===== config.mk =====
export PLATFORM = sky130hd
export DESIGN_NAME = sw_debounce
export DESIGN_NICKNAME = d
export VERILOG_FILES = /design/src/rtl/sw_debounce.sv
export SDC_FILE = /design/constraint.sdc
export NUM_CORES = 1
export LEC_CHECK = 0
export CELL_PAD_IN_SITES_DETAIL_PLACEMENT = 0
export CELL_PAD_IN_SITES_GLOBAL_PLACEMENT = 1
export CORE_ASPECT_RATIO = 1.2
export CORE_MARGIN = 2
export CORE_UTILIZATION = 52
export CTS_BUF_LIST = sky130_fd_sc_hd__clkbuf_4 sky130_fd_sc_hd__clkbuf_8
export DETAILED_ROUTE_END_ITERATION = 6
export PLACE_DENSITY = 0.83
export SLEW_MARGIN = 10
export SYNTH_ARGS = -nofsm -noshare
export SYNTH_HDL_FRONTEND = slang
export SYNTH_SLANG_ARGS = --single-unit

===== constraint.sdc =====
create_clock -name CLK -period 4.5 [get_ports CLK]
set_input_delay 0.45 -clock CLK [delete_from_list [all_inputs] [get_ports CLK]]
set_output_delay 0.45 -clock CLK [all_outputs]
set_load 0.01 [all_outputs]

===== src/rtl/sw_debounce.sv =====
// Two-channel slide-switch conditioner: 2-FF synchroniser, hold-time debounce
// counter and registered one-cycle rise/fall pulses per channel.
module sw_debounce #(
  parameter int DEBOUNCE_CYCLES = 500000,
  parameter int CW              = 19
) (
  input  logic CLK,
  input  logic RST,
  input  logic SW_IN0,
  input  logic SW_IN1,
  output logic SW0,
  output logic SW1,
  output logic RISE0,
  output logic RISE1,
  output logic FALL0,
  output logic FALL1
);

  localparam logic [CW-1:0] CntLast = CW'(DEBOUNCE_CYCLES - 1);

  logic [1:0]         rawIn;
  logic [1:0]         sync1_q, sync2_q;
  logic [1:0][CW-1:0] cnt_q, cnt_d;
  logic [1:0]         sw_q, sw_d;
  logic [1:0]         rise_q, rise_d;
  logic [1:0]         fall_q, fall_d;

  assign rawIn = {SW_IN1, SW_IN0};

  // A new level is accepted only after it has differed from the debounced
  // level on DEBOUNCE_CYCLES consecutive edges; any agreement restarts the count.
  always_comb begin
    cnt_d  = cnt_q;
    sw_d   = sw_q;
    rise_d = '0;
    fall_d = '0;
    for (int ch = 0; ch < 2; ch++) begin
      if (sync2_q[ch] == sw_q[ch]) begin
        cnt_d[ch] = '0;
      end else if (cnt_q[ch] == CntLast) begin
        cnt_d[ch]  = '0;
        sw_d[ch]   = sync2_q[ch];
        rise_d[ch] = sync2_q[ch];
        fall_d[ch] = ~sync2_q[ch];
      end else begin
        cnt_d[ch] = cnt_q[ch] + CW'(1);
      end
    end
  end

  always_ff @(posedge CLK) begin
    if (RST) begin
      sync1_q <= '0;
      sync2_q <= '0;
      cnt_q   <= '0;
      sw_q    <= '0;
      rise_q  <= '0;
      fall_q  <= '0;
    end else begin
      sync1_q <= rawIn;
      sync2_q <= sync1_q;
      cnt_q   <= cnt_d;
      sw_q    <= sw_d;
      rise_q  <= rise_d;
      fall_q  <= fall_d;
    end
  end

  assign SW0   = sw_q[0];
  assign SW1   = sw_q[1];
  assign RISE0 = rise_q[0];
  assign RISE1 = rise_q[1];
  assign FALL0 = fall_q[0];
  assign FALL1 = fall_q[1];

endmodule

# ---- After elaboration in Yosys (flattened, before gate mapping)
# Cells that the tools add are included.
dict set report totals {
  reg_bits 48
  in_bits 4
}
dict set report classes {
  n_addsub 2
  eq_ne 4
  bitwise_logic 6
  n_reduce_logical 6
}
# operator count
set ops {}
lappend ops {{$add A19 B1 Y19 const B} 2}
lappend ops {{$eq A19 B19 Y1 const B} 2}
lappend ops {{$reduce_or A3 Y1} 4}
lappend ops {{$not A1 Y1} 6}
lappend ops {{$reduce_and A2 Y1} 2}
lappend ops {{$eq A1 B1 Y1} 2}

# ---- Depth between registers and ports, before layout
# Gate-level depths: netlist (run 1).
dict set report depth {
  ltp_word 3
  mapped_depth 7
  ltp_nobuf 5
}

# ---- Least setup slack after synthesis (run 1)
# Ideal clock, no wire load.
dict set report synth_path {
  path_kind {reg2reg}
  from {register cnt_q[0] (netlist name)}
  to {register cnt_q[11] (netlist name)}
  arrival_ns 1.577
  t_required_ns 4.385
  slack_ns 2.808
  stages_incl_launch_ff 8
  period_less_slack_ns 1.692
  cell_sequence {dfxtp_1 ha_1 and4_1 buf_2 nand2b_1 o21ai_2 buf_6 nor2_2}
}
dict set report synth_via {
  elab_chain_len 2
  elab_cells_between_ends 3
  cone_classes {1 x add/sub; 1 x eq/ne; 1 x reduce/logical}
}
# item line_no
set synth_lines {}
lappend synth_lines {{start: declaration} 23} ;# logic [1:0][CW-1:0] cnt_q, cnt_d;
lappend synth_lines {{start signal: assignment} 62} ;# cnt_q <= cnt_d;
lappend synth_lines {{parallel branches: the longest is 2 deep, another holds $add A19 B1 Y19} n/a}
# Several ways; the timed one is not identified.
# A chain may end at the register's enable or synchronous reset.

# ---- Worst setup path in the final report (run 1)
dict set report layout_path {
  from {register cnt_q[0] (netlist name)}
  to {register cnt_q[2] (netlist name)}
}
# Same word-level chain as after synthesis.

==> results.md, run 1 <==
* Clock-pin slew on the worst setup and hold paths at 0.08 ns
* Cts hold-fix bufs at 0
* Drt drc at 0
* Post-CTS sizing at 0
* Internal at 0.6018 mW
* Worst Skew at 0.003807 ns
* I/O pin count at 10
* Max VDD drop at 158.3 uV
* Die ar. at 0.004840 mm^2
* Crit path max fanout at 17
* Seq/Total Area, Yosys at 43.00%
* DRT iter0 DRCs at 68
* Routed WL at 4188 um
* Vias in the first global route at 1612
* Final Max Slew Viols at 0
* Logic pwr share at 1.4%
* Seq cells post-synth at 48
* Static Leak at 0.6886 nW
* Vias per inst at 5.515
* Post-synth ARST share at 0%
* Initial Utilization at 53.25%
* All-Layer GR Usage at 19.92%
* Reg area at 960.9 um^2
* Routed length per placed instance at 13.64 um
* Final-layout fill cell count at 393
* Post-detail-place hpwl at 3048 um
* # setup viols final at 0
* Syn Inst Count at 243
* Worst slew pin tran at 0.9502 ns
* Reg2reg path depth at 5
* Inserted Clock Buffers at 5
* Multi-input combinational cell area at 0.001195 mm^2
* Top-count cell post-synth: dfxtp_1
* Total grt overflow at 0
* Post-Syn Area per Cell at 9.196 um^2
* P&R area growth vs syn at 9.798%
* Synth top area cells: dfxtp_1, xnor2_1, nor2_1
* Clock Sinks at 48
* Sw Ratio at 19.40%
* Tcrit/Tclk final at 50.66%
* Psw at 0.1448 mW
* Min-Delay Path Class: reg -> reg
* Hold Vio Cnt, Final at 0
* Port buffer count at 9
* Longest Clk Path Bufs at 2
* EDFF count, synth at 0
* Share of cells above drive strength 1 at 13.94%
* Seq pwr share at 57.3%
* Fmax at 0.4387 GHz
* Hold Path Stages at 1
* Clock Root Buffer: clkbuf_8
* Antenna Nets Post-Route at 0
* Num rows at 26
* H-tree Lvls at 2
* Syn. warnings at 0
* CTS tree: built
* Synth top cells by count: dfxtp_1, nor2_1, xnor2_1, nand3_1, nand4_1
* Startpoint types: register
* Status: completed
* Power share of the clock group at 41.3%
* Die Y at 75.81 um
* Gpl congestion at 0.7770
* Diodes inserted at 0
* Max_slew headroom at 36.64%
* Postcts setup bufs at 0
* Synth top area share at 43.00%
* Die W at 63.84 um
* Final hold slack at 0.4363 ns
* Area of the core at 0.004197 mm^2
* Arr. time, crit path at 2.43 ns
* Pin count of the biggest net entering global routing at 18
* Clk_lat worst skew at 0.30 ns
* Initial antenna violation count at 0
* Setup TNS at 0 ns
* RSZ-0062 raised after global routing: false
* First-pass GRT wire length at 7472 um
* CP Capture Type: register
* Post-Syn Area at 0.002235 mm^2
* Period minus WS final at 2.279 ns
* Pre-Repair DR Iteration Count at 4
* Syn nets at 249
* Synth area leader: dfxtp_1
* CP Class: reg -> reg
* Critical Path RT at 4.65 ns
* Top FF cell, synth: dfxtp_1
* Post-synthesis cell type count at 36
* Post-layout util at 58.47%
* Power per cell area at 304.3 mW/mm^2
* Nets at 256
* Vias at 1693
* Number of max-cap violations at 0
[layer usage]
layer	vias up	share of wire, %	wire length [um]	GRT usage [%]
li1	864	-	-	-
met1	807	42	1777	22.36
met2	14	53	2239	36.69
met3	8	2.0	84	4.579
met4	0	2.1	87	8.213
met5	-	0	0	0
[power groups by stage]
| stage | Clock (mW) | Combinational [mW] | Sequential [mW] |
|---|---|---|---|
| 3_5_place_dp | 0 | 0.0104 | 0.438 |
| 6_report | 0.309 | 0.0102 | 0.428 |
| 3_3_place_gp | 0 | 0.0104 | 0.438 |
| 2_1_floorplan | 0 | 0.00705 | 0.438 |
| 5_1_grt | 0.338 | 0.0115 | 0.428 |
| 4_1_cts | 0.322 | 0.0104 | 0.428 |
[worst paths after layout]
kind / startpoint / end / slack (ns)
worst max-delay path: cnt_q[0] / cnt_q[2] / 2.22
worst max register to register: cnt_q[0] / cnt_q[2] / 2.22
worst min register to register: sync1_q[1] / sync2_q[1] / 0.44
worst min-delay path: sync1_q[1] / sync2_q[1] / 0.44
[layout by cell type, fill, tap and decap left out]
master / n
nor2b_1: 4
ha_1: 2
and4_1: 2
nor2_2: 10
nor4b_1: 2
dfxtp_1: 48
nand2b_1: 5
nand4_2: 2
o21ai_2: 2
bufinv_16: 1
nand2_1: 8
xnor2_1: 20
or3_1: 6
or2_1: 2
nor4_2: 4
xor2_1: 6
mux2i_1: 3
nor4b_2: 4
o21ai_0: 7
clkdlybuf4s50_1: 9
nand4_1: 12
nand3_1: 16
nor4_1: 4
or3_4: 1
clkbuf_8: 5
nor2_1: 25
clkbuf_4: 1
inv_1: 7
clkinv_2: 1
nor4_4: 1
and3_1: 5
a21oi_2: 1
nor3b_1: 2
nand3_2: 2
nor3_1: 10
a21oi_1: 10
o221ai_1: 1
[state kept, by name, indices dropped and copies added (netlist names)]
signal	flops
rise_q	2
sw_q	2
sync1_q	2
sync2_q	2
fall_q	2
cnt_q	38
[logic make-up (layout without fill, tap and decap cells)]
group | Yosys count | after routing | synth area share [%]
and+or+nand+nor | 127 | 127 | 35.44
DFF | 48 | 48 | 43.00
xor gates and xnor gates | 26 | 26 | 10.19
AOI/OAI and AO/OA | 21 | 21 | 5.375
buffers and inverters | 16 | 24 | 3.528
muxes | 3 | 3 | 1.344
adders and majority gates | 2 | 2 | 1.120
[area by class of cell]
cell class | instances | area share, %
tap | 56 | 2.856
clock buffer | 6 | 3.111
clock inverter | 2 | 1.428
timing repair buffer | 9 | 3.672
sequential | 48 | 39.16
inverter | 7 | 1.071
multi-input combinational | 179 | 48.70
[worst max-delay path: stages (launching register included)]
cell,delay (ns)
dfxtp_1,0.44
ha_1,0.27
and4_1,0.34
nand2b_1,0.18
o21ai_2,0.79
nor2_1,0.11
[metrics by stage]
stage	cells	setup slack, ns	power [mW]	area (um^2)
2_1_floorplan	243	2.808	0.4446	2235
3_3_place_gp	299	2.210	0.4482	2342
5_1_grt	307	1.971	0.7779	2454
3_5_place_dp	299	2.217	0.4482	2342
6_report	307	2.221	0.7466	2454
4_1_cts	307	2.192	0.7606	2454
(Power assumes the default switching activity.)
==> run 2, diff against run 1 <==
CORE_UTILIZATION = 43   (was 52)
PLACE_DENSITY = 0.73   (was 0.83)
clock period = 2 ns   (was 4.5 ns; I/O delays follow)
==> run 2 against run 1 <==
Net effect: die area is 20% higher; combinational power grew to 2.8 times the previous value; wire length is 4.2% higher; global-route usage is 3.1 points lower; clock-buffer cell count stayed put; flip-flop and latch count stayed put; critical path type unchanged; largest cell class unchanged; largest power group unchanged.
==> results.md, run 2 (synthesis gave the netlist of run 1 again) <==
* Diodes inserted at 0
* Area of the core at 0.004975 mm^2
* DRT iter0 DRCs at 58
* Max_slew headroom at 64.14%
* Inserted Clock Buffers at 5
* CP Capture Type: register
* Total power draw at 1.727 mW
* Worst slew pin tran at 0.5304 ns
* Post-CTS sizing at 0
* Reg2reg path depth at 5
* Final Max Slew Viols at 0
* Tcrit/Tclk final at 87.41%
* RSZ-0062 raised after global routing: false
* P&R area growth vs syn at 13.05%
* Initial antenna violation count at 0
* Final-layout fill cell count at 485
* Pre-CTS WS at 0.2678 ns
* Longest Clk Path Bufs at 2
* Max VDD drop at 403.3 uV
* Pre-Repair DR Iteration Count at 4
* Clock-pin slew on the worst setup and hold paths at 0.09 ns
* Port buffer count at 9
* Arr. time, crit path at 1.99 ns
* Commonest non-fill, non-tap cell in the layout: dfxtp_1
* R2r endpoint: cnt_q[18]
* Post-Layout Inst Area at 0.002526 mm^2
* First-pass GRT wire length at 7935 um
* Vias at 1701
* Critical path endpoint: cnt_q[18]
* Crit. Startpoint: cnt_q[0]
* Worst Skew at 0.009089 ns
* Die Y at 82.97 um
* Die W at 69.81 um
* H-tree Lvls at 2
* CTS tree: built
* CP Class: reg -> reg
* Share of cells above drive strength 1 at 15.95%
* Antenna Nets Post-Route at 0
* # setup viols final at 0
* Startpoint types: register
* All-Layer GR Usage at 16.82%
* Top reg by flops: cnt_q
* Fmax at 0.5720 GHz
* Routed length per placed instance at 13.76 um
* Number of flip-flops under the largest register name at 38
* Clock Root Buffer: clkbuf_8
* Dpl cell area at 0.002405 mm^2
* Most frequent cells in the layout: dfxtp_1, nor2_1, xnor2_1
* Die ar. at 0.005792 mm^2
* Pin count of the biggest net entering global routing at 18
* Cts hold-fix bufs at 0
* Total grt overflow at 0
* Period minus WS final at 1.748 ns
* Gpl congestion at 0.7829
* Min-Delay Path Class: reg -> reg
* Routed WL at 4363 um
* Vias in the first global route at 1733
* Setup TNS at 0 ns
* Post-detail-place hpwl at 3142 um
* Static Leak at 0.7247 nW
* Clock Sinks at 48
* I/O pin count at 10
* Status: completed
* Drt drc at 0
* Reg-to-reg slack, setup at 0.25 ns
* Vias per inst at 5.366
* Final worst slack at 0.2519 ns
* Reg-to-reg startpoint: cnt_q[0]
* Num rows at 28
* Nets at 262
* Hold Vio Cnt, Final at 0
* Initial Utilization at 44.92%
* Postcts setup bufs at 0
* Power per cell area at 683.6 mW/mm^2
* Critical Path RT at 2.24 ns
* Number of max-cap violations at 0
* Clk_lat worst skew at 0.30 ns
* Crit path max fanout at 6
run 2: cell types whose count changed in the layout (fill, tap and decap cells not counted), sizes merged:
cell,before,now
buf,0,6
run 2: final cells by class:
cell class | count | area, um^2 | share of cell area, %
Clock buffer | 6 | 82.58 | 3.269
Clock inverter | 2 | 38.79 | 1.535
Inverter | 7 | 26.28 | 1.040
Multi-Input combinational cell | 179 | 1195 | 47.30
Sequential cell | 48 | 960.9 | 38.04
Tap cell | 60 | 75.07 | 2.972
Timing Repair Buffer | 15 | 147.6 | 5.844
run 2: routing by layer:
metal | routed length, um | global-route usage [%]
met1 | 1953 | 19.57
met2 | 2195 | 29.18
met3 | 99 | 4.490
met4 | 114 | 6.469
met5 | 0 | 0
run 2: where the power goes:
part | switching [mW] | internal, mW
registers | 0.00294 | 0.960
clock network | 0.327 | 0.409
logic | 0.0147 | 0.0140
run 2: worst min-delay path by stage:
stage / from / to / slack [ns] / cells past startpoint
finish: sync1_q[0] / sync2_q[0] / 0.45 / 1
global route: SW_IN0 / sync1_q[0] / 0.47 / 2
CTS: SW_IN0 / sync1_q[0] / 0.45 / 2
detailed placement: sync1_q[0] / sync2_q[0] / 0.43 / 1
global placement: sync1_q[0] / sync2_q[0] / 0.43 / 1
floorplan: SW_IN0 / sync1_q[0] / 0.33 / 1
run 2: worst max-delay path: stages (launching register included):
cell and delay, ns:
dfxtp_1 0.43, ha_1 0.25, and4_1 0.32, nand2b_1 0.17
or3_1 0.37, a21oi_1 0.14
run 2: through the flow:
stage               utilization [%]  cells  hold slack (ns)
floorplan                         -    243           0.3282
global placement              48.34    309           0.4278
detailed placement            48.34    309           0.4343
CTS                           50.78    317           0.4466
global route                  50.78    317           0.4660
finish                        50.78    317           0.4458
